<file path="src/rtl/mem_access_defs.sv">
// Shared state encodings and memory-protocol constants for the load/store front end.
package mem_access_defs;

    localparam logic [1:0] S_IDLE    = 2'd0;
    localparam logic [1:0] S_ISSUE   = 2'd1;
    localparam logic [1:0] S_RD_WAIT = 2'd2;
    localparam logic [1:0] S_RESP    = 2'd3;

    localparam logic MEM_READ  = 1'b0;
    localparam logic MEM_WRITE = 1'b1;

endpackage

</file>
<file path="src/rtl/sat_counter.sv">
// Saturating up-counter: sticks at all-ones instead of wrapping.
module sat_counter #(
    parameter int unsigned W = 16
) (
    input  logic         clk,
    input  logic         reset,
    input  logic         inc,
    output logic [W-1:0] count
);

    logic [W-1:0] count_q, count_d;

    // Next count: advance only while below the all-ones ceiling.
    always_comb begin
        count_d = count_q;
        if (inc && (count_q != '1)) begin
            count_d = count_q + 1'b1;
        end
    end

    // Counter register.
    always_ff @(posedge clk or posedge reset) begin
        if (reset) begin
            count_q <= '0;
        end else begin
            count_q <= count_d;
        end
    end

    assign count = count_q;

endmodule

</file>
<file path="src/rtl/mem_access_ctrl.sv">
// Load/store front end: validates byte-addressed word requests, drives the
// data memory's enable/rw/word-address protocol and returns a held response.
module mem_access_ctrl
    import mem_access_defs::*;
#(
    parameter int unsigned ADDR_W = 10,
    parameter int unsigned DATA_W = 32,
    parameter int unsigned CNT_W  = 16
) (
    input  logic              clk,
    input  logic              reset,
    input  logic              req_valid,
    output logic              req_ready,
    input  logic              req_we,
    input  logic [31:0]       req_addr,
    input  logic [DATA_W-1:0] req_wdata,
    output logic              resp_valid,
    input  logic              resp_ready,
    output logic [DATA_W-1:0] resp_rdata,
    output logic              resp_err,
    output logic              mem_enable,
    output logic              mem_rw,
    output logic [ADDR_W-1:0] mem_add,
    output logic [DATA_W-1:0] mem_wData,
    input  logic [DATA_W-1:0] mem_rData,
    output logic [CNT_W-1:0]  rd_count,
    output logic [CNT_W-1:0]  wr_count,
    output logic [CNT_W-1:0]  err_count
);

    logic [1:0]        state_q, state_d;
    logic              we_q, we_d;
    logic [ADDR_W-1:0] addr_q, addr_d;
    logic [DATA_W-1:0] wdata_q, wdata_d;
    logic [DATA_W-1:0] rdata_q, rdata_d;
    logic              err_q, err_d;
    logic              rd_inc, wr_inc, err_inc;
    logic              addr_err;

    // Misaligned, or beyond the last word of the memory.
    assign addr_err = (req_addr[1:0] != 2'b00) || (req_addr[31:ADDR_W+2] != '0);

    // Next-state and latch-update logic for the request/response sequence.
    always_comb begin
        state_d = state_q;
        we_d    = we_q;
        addr_d  = addr_q;
        wdata_d = wdata_q;
        rdata_d = rdata_q;
        err_d   = err_q;
        rd_inc  = 1'b0;
        wr_inc  = 1'b0;
        err_inc = 1'b0;
        case (state_q)
            S_IDLE: begin
                if (req_valid) begin
                    we_d    = req_we;
                    wdata_d = req_wdata;
                    rdata_d = '0;
                    if (addr_err) begin
                        // Word address left untouched so mem_add keeps its last issued value.
                        err_d   = 1'b1;
                        err_inc = 1'b1;
                        state_d = S_RESP;
                    end else begin
                        err_d   = 1'b0;
                        addr_d  = req_addr[ADDR_W+1:2];
                        state_d = S_ISSUE;
                    end
                end
            end
            S_ISSUE: begin
                if (we_q == MEM_WRITE) begin
                    wr_inc  = 1'b1;
                    state_d = S_RESP;
                end else begin
                    state_d = S_RD_WAIT;
                end
            end
            S_RD_WAIT: begin
                // Memory registered the read on the ISSUE edge; take it now.
                rdata_d = mem_rData;
                rd_inc  = 1'b1;
                state_d = S_RESP;
            end
            default: begin
                if (resp_ready) begin
                    state_d = S_IDLE;
                end
            end
        endcase
    end

    // State and latched request/response fields.
    always_ff @(posedge clk or posedge reset) begin
        if (reset) begin
            state_q <= S_IDLE;
            we_q    <= 1'b0;
            addr_q  <= '0;
            wdata_q <= '0;
            rdata_q <= '0;
            err_q   <= 1'b0;
        end else begin
            state_q <= state_d;
            we_q    <= we_d;
            addr_q  <= addr_d;
            wdata_q <= wdata_d;
            rdata_q <= rdata_d;
            err_q   <= err_d;
        end
    end

    // Outputs decode only registered state, never req_* directly.
    always_comb begin
        req_ready  = (state_q == S_IDLE);
        resp_valid = (state_q == S_RESP);
        resp_rdata = resp_valid ? rdata_q : '0;
        resp_err   = resp_valid & err_q;
        mem_enable = (state_q == S_ISSUE);
        mem_rw     = mem_enable ? we_q : MEM_READ;
        mem_add    = addr_q;
        mem_wData  = (mem_enable && (we_q == MEM_WRITE)) ? wdata_q : '0;
    end

    sat_counter #(.W(CNT_W)) u_rd_cnt (
        .clk   (clk),
        .reset (reset),
        .inc   (rd_inc),
        .count (rd_count)
    );

    sat_counter #(.W(CNT_W)) u_wr_cnt (
        .clk   (clk),
        .reset (reset),
        .inc   (wr_inc),
        .count (wr_count)
    );

    sat_counter #(.W(CNT_W)) u_err_cnt (
        .clk   (clk),
        .reset (reset),
        .inc   (err_inc),
        .count (err_count)
    );

endmodule

</file>
<file path="config.mk">
export PLATFORM = sky130hd
export DESIGN_NAME = mem_access_ctrl
export DESIGN_NICKNAME = d
export VERILOG_FILES = /design/src/rtl/mem_access_defs.sv /design/src/rtl/sat_counter.sv /design/src/rtl/mem_access_ctrl.sv
export SDC_FILE = /design/constraint.sdc
export NUM_CORES = 1
export LEC_CHECK = 0
export BUFFER_PORTS_ARGS = -buffer_cell sky130_fd_sc_hd__buf_2
export CORE_MARGIN = 5
export CORE_UTILIZATION = 35
export CTS_BUF_LIST = sky130_fd_sc_hd__clkbuf_8
export CTS_CLUSTER_DIAMETER = 100
export DETAILED_ROUTE_END_ITERATION = 10
export SETUP_SLACK_MARGIN = 0.5
export SYNTH_ARGS = -nofsm -noshare
export SYNTH_HDL_FRONTEND = slang
export SYNTH_SLANG_ARGS = --single-unit
</file>
<file path="constraint.sdc">
create_clock -name clk -period 5.6 [get_ports clk]
set_input_delay 1.68 -clock clk [delete_from_list [all_inputs] [get_ports clk]]
set_output_delay 1.68 -clock clk [all_outputs]
set_load 0.1 [all_outputs]
</file>
==> impl_metrics.toml <==
[yosys]
async_flop_share_pct = 100
synthSimpleGateAreaFrac_pct = 18.6
synth.ff_latch_count = 126
yosys_warnings = 0
synth-compound-area-share_pct = 7.16
avgSynthCellArea_um2 = 12.0
syn-instance-count = 475
synth.distinct_cells = 44
yosys_most_used_dff = "dfrtp_1"
synth-edff-count = 0
synth_xor_area_share_pct = 5.98
synth_seq_area_share_pct = 55.2
muxShareOfSynthArea_pct = 9.13
synthAdderAreaFrac_pct = 1.53
synth_top_family_by_area = "simple AND/OR/NAND/NOR gates"
syn-num-nets = 583
synth_area_um2 = 5710

[detailed_routing]
num_vias = 4546
drc = 0
final_antenna_net_count = 0
drt_iter0_markers = 225
wl_per_cell_um = 15.9
vias_per_cell = 4.89
first_pass_iters = 6
drt-total-wl_mm = 14.8

[floorplanning]
die_y_um = 138
fp.dieArea_um2 = 19000
ioPinCount = 228
dieWidth_um = 138
core_um2 = 15900
num_rows = 46
initial_utilization_pct = 35.8

[global_route]
antenna_found_initial = 0
grt_overflow = 0
grt_usage_pct = 16.0
grt_first_pass_wirelength_mm = 23.8
grt_start_max_net_pins = 54
grt_pass1_vias = 4848

[sta]
worstMarginPinSlew_ns = 1.21
fin_tns_setup_ns = 0
period_minus_slack_ns = 4.21
slew_viol_final = 0
hold-worst-slack_ns = 0.490
finClkSkew_ns = 0.00949
finalSetupViolations = 0
fmax_mhz = 237
finalCritPeriodShare_pct = 75.3
hold_violations = 0
relSlewSlack_pct = 19.4
rsz0062_at_grt = "no"

[setup_path]
max_stage_delay_ns = 0.80
reg2reg_depth = 6
critPathKind = "reg -> out"
reg2reg_to = "u_err_cnt.count[1]"
cp_data_required_time_ns = 3.92
reg2reg_setup_slack_ns = 2.92
r2r-start = "state_q[1]"
startpoint = "state_q[1]"
cp_slowest_cell = "ha_1"
path_max_fanout = 35
critPathBufInv = 2
cp-end-kind = "output pin"
crit_family = "adder cells"
crit_chain = "inv_1 -> ha_1 -> and2_1 -> buf_2"
critPathLaunchType = "register"
arrival_ns = 2.53

[worst_hold_path]
hold_path.class = "reg -> reg"
min_from = "u_wr_cnt.count[14]"
hold_path_depth = 1
hold_end = "u_wr_cnt.count[14]"

[cells_and_area]
stdcell_area_um2 = 7520
nets = 808
area_delta_synth_final_pct = 31.6
layout-drive-gt1-share_pct = 45.4
final_cell_mix = "227 x buf_2, 126 x dfrtp_1, 45 x mux2_2, 43 x and3_1, 37 x and2_1"
layout_commonest_cell = "buf_2"
diodes = 0
instances_no_fill = 929

[clock_tree]
postCtsHoldBufs = 0
cts_setup_buffers = 0
cts_max_level = 4
cts_resized = 0
clkLatencyLatePin_ns = 0.43
cts_buffers = 17
clk_path_buf_depth = 2
clkTransAtPathRegs_ns = 0.08
cts_tree = "done"
clockRootBuffer = "clkbuf_8"
clock-sinks = 126

[power]
p_leak_nw = 4.03
vdd.ir_drop.worst_mv = 0.341
powerDensity_nw_per_um2 = 613
finalPower_mw = 4.61

[place]
dp.cells = 897
hpwl_mm = 11.0
io_buffers = 227
gp_congestion = 0.795
place_area_um2 = 7040

[run]
drv_cap = 0

[outcome]
status = "completed"
state kept, by name (all words and copies together), names as in the netlist:
signal and flops:
rdata_q 32, err_q 1, state_q 2, u_wr_cnt.count 16, u_rd_cnt.count 16, we_q 1, mem_add 10, u_err_cnt.count 16
wdata_q 32
cell families after synthesis:
family / count (synthesis)
compound gates: 51
xor+xnor: 39
fa+ha+maj: 7
buf+inv: 31
flops: 126
mux: 46
simple gates: 175
per-stage QoR:
stage | util [%] | worst slack (ns)
after floorplan | - | 0.564
after global placement | 44.1 | 1.93
after detailed placement | 44.1 | 1.80
after CTS | 47.2 | 1.29
after global routing | 47.2 | 1.10
final | 47.2 | 1.39
area by class of cell:
class,count,area (um^2)
Clock inverter,12,208
Timing Repair Buffer,230,1160
Sequential cell,126,3150
Multi-Input combinational cell,318,2420
Tap cell,216,270
Clock buffer,20,275
Inverter,7,28.8
Fill cell,1506,8420
where the power goes:
group / internal (mW) / total [mW] / switching, mW / leakage [nW]
clock network: 0.570 / 0.937 / 0.367 / 0.232
registers: 1.20 / 1.42 / 0.220 / 1.60
logic: 0.535 / 2.25 / 1.71 / 2.20
total: 2.31 / 4.61 / 2.30 / 4.03
worst max path at each step:
stage | end | slack (ns) | depth (start not counted)
2_1_floorplan | err_q | 0.56 | 1
3_3_place_gp | mem_rw | 1.93 | 4
3_5_place_dp | mem_rw | 1.80 | 4
4_1_cts | mem_rw | 1.29 | 4
5_1_grt | mem_rw | 1.10 | 4
6_report | mem_rw | 1.39 | 4
metal layers:
metal	track usage, %	vias up	routed length [um]
met5	0	-	0
met4	5.10	0	195
met3	5.70	19	1070
met2	26.1	154	7200
met1	19.9	2229	6320
li1	-	2144	-
cells in the mapped netlist (4+ instances only):
| cell type | count | area (um^2) |
|---|---|---|
| mux2_2 | 45 | 507 |
| nor2_1 | 10 | 37.5 |
| a31oi_1 | 5 | 31.3 |
| nor4_1 | 6 | 37.5 |
| nand3_1 | 17 | 85.1 |
| nor3_1 | 10 | 50.1 |
| a22o_1 | 32 | 280 |
| ha_1 | 7 | 87.6 |
| nand2_1 | 21 | 78.8 |
| and2_1 | 38 | 238 |
| xor2_1 | 18 | 158 |
| nand4_1 | 7 | 43.8 |
| xnor2_1 | 21 | 184 |
| and4_1 | 5 | 43.8 |
| buf_2 | 7 | 35.0 |
| buf_4 | 4 | 30.0 |
| and3_1 | 43 | 269 |
| clkbuf_1 | 13 | 48.8 |
| inv_1 | 7 | 26.3 |
| dfrtp_1 | 126 | 3150 |
Power figures use the tool's default switching activity.
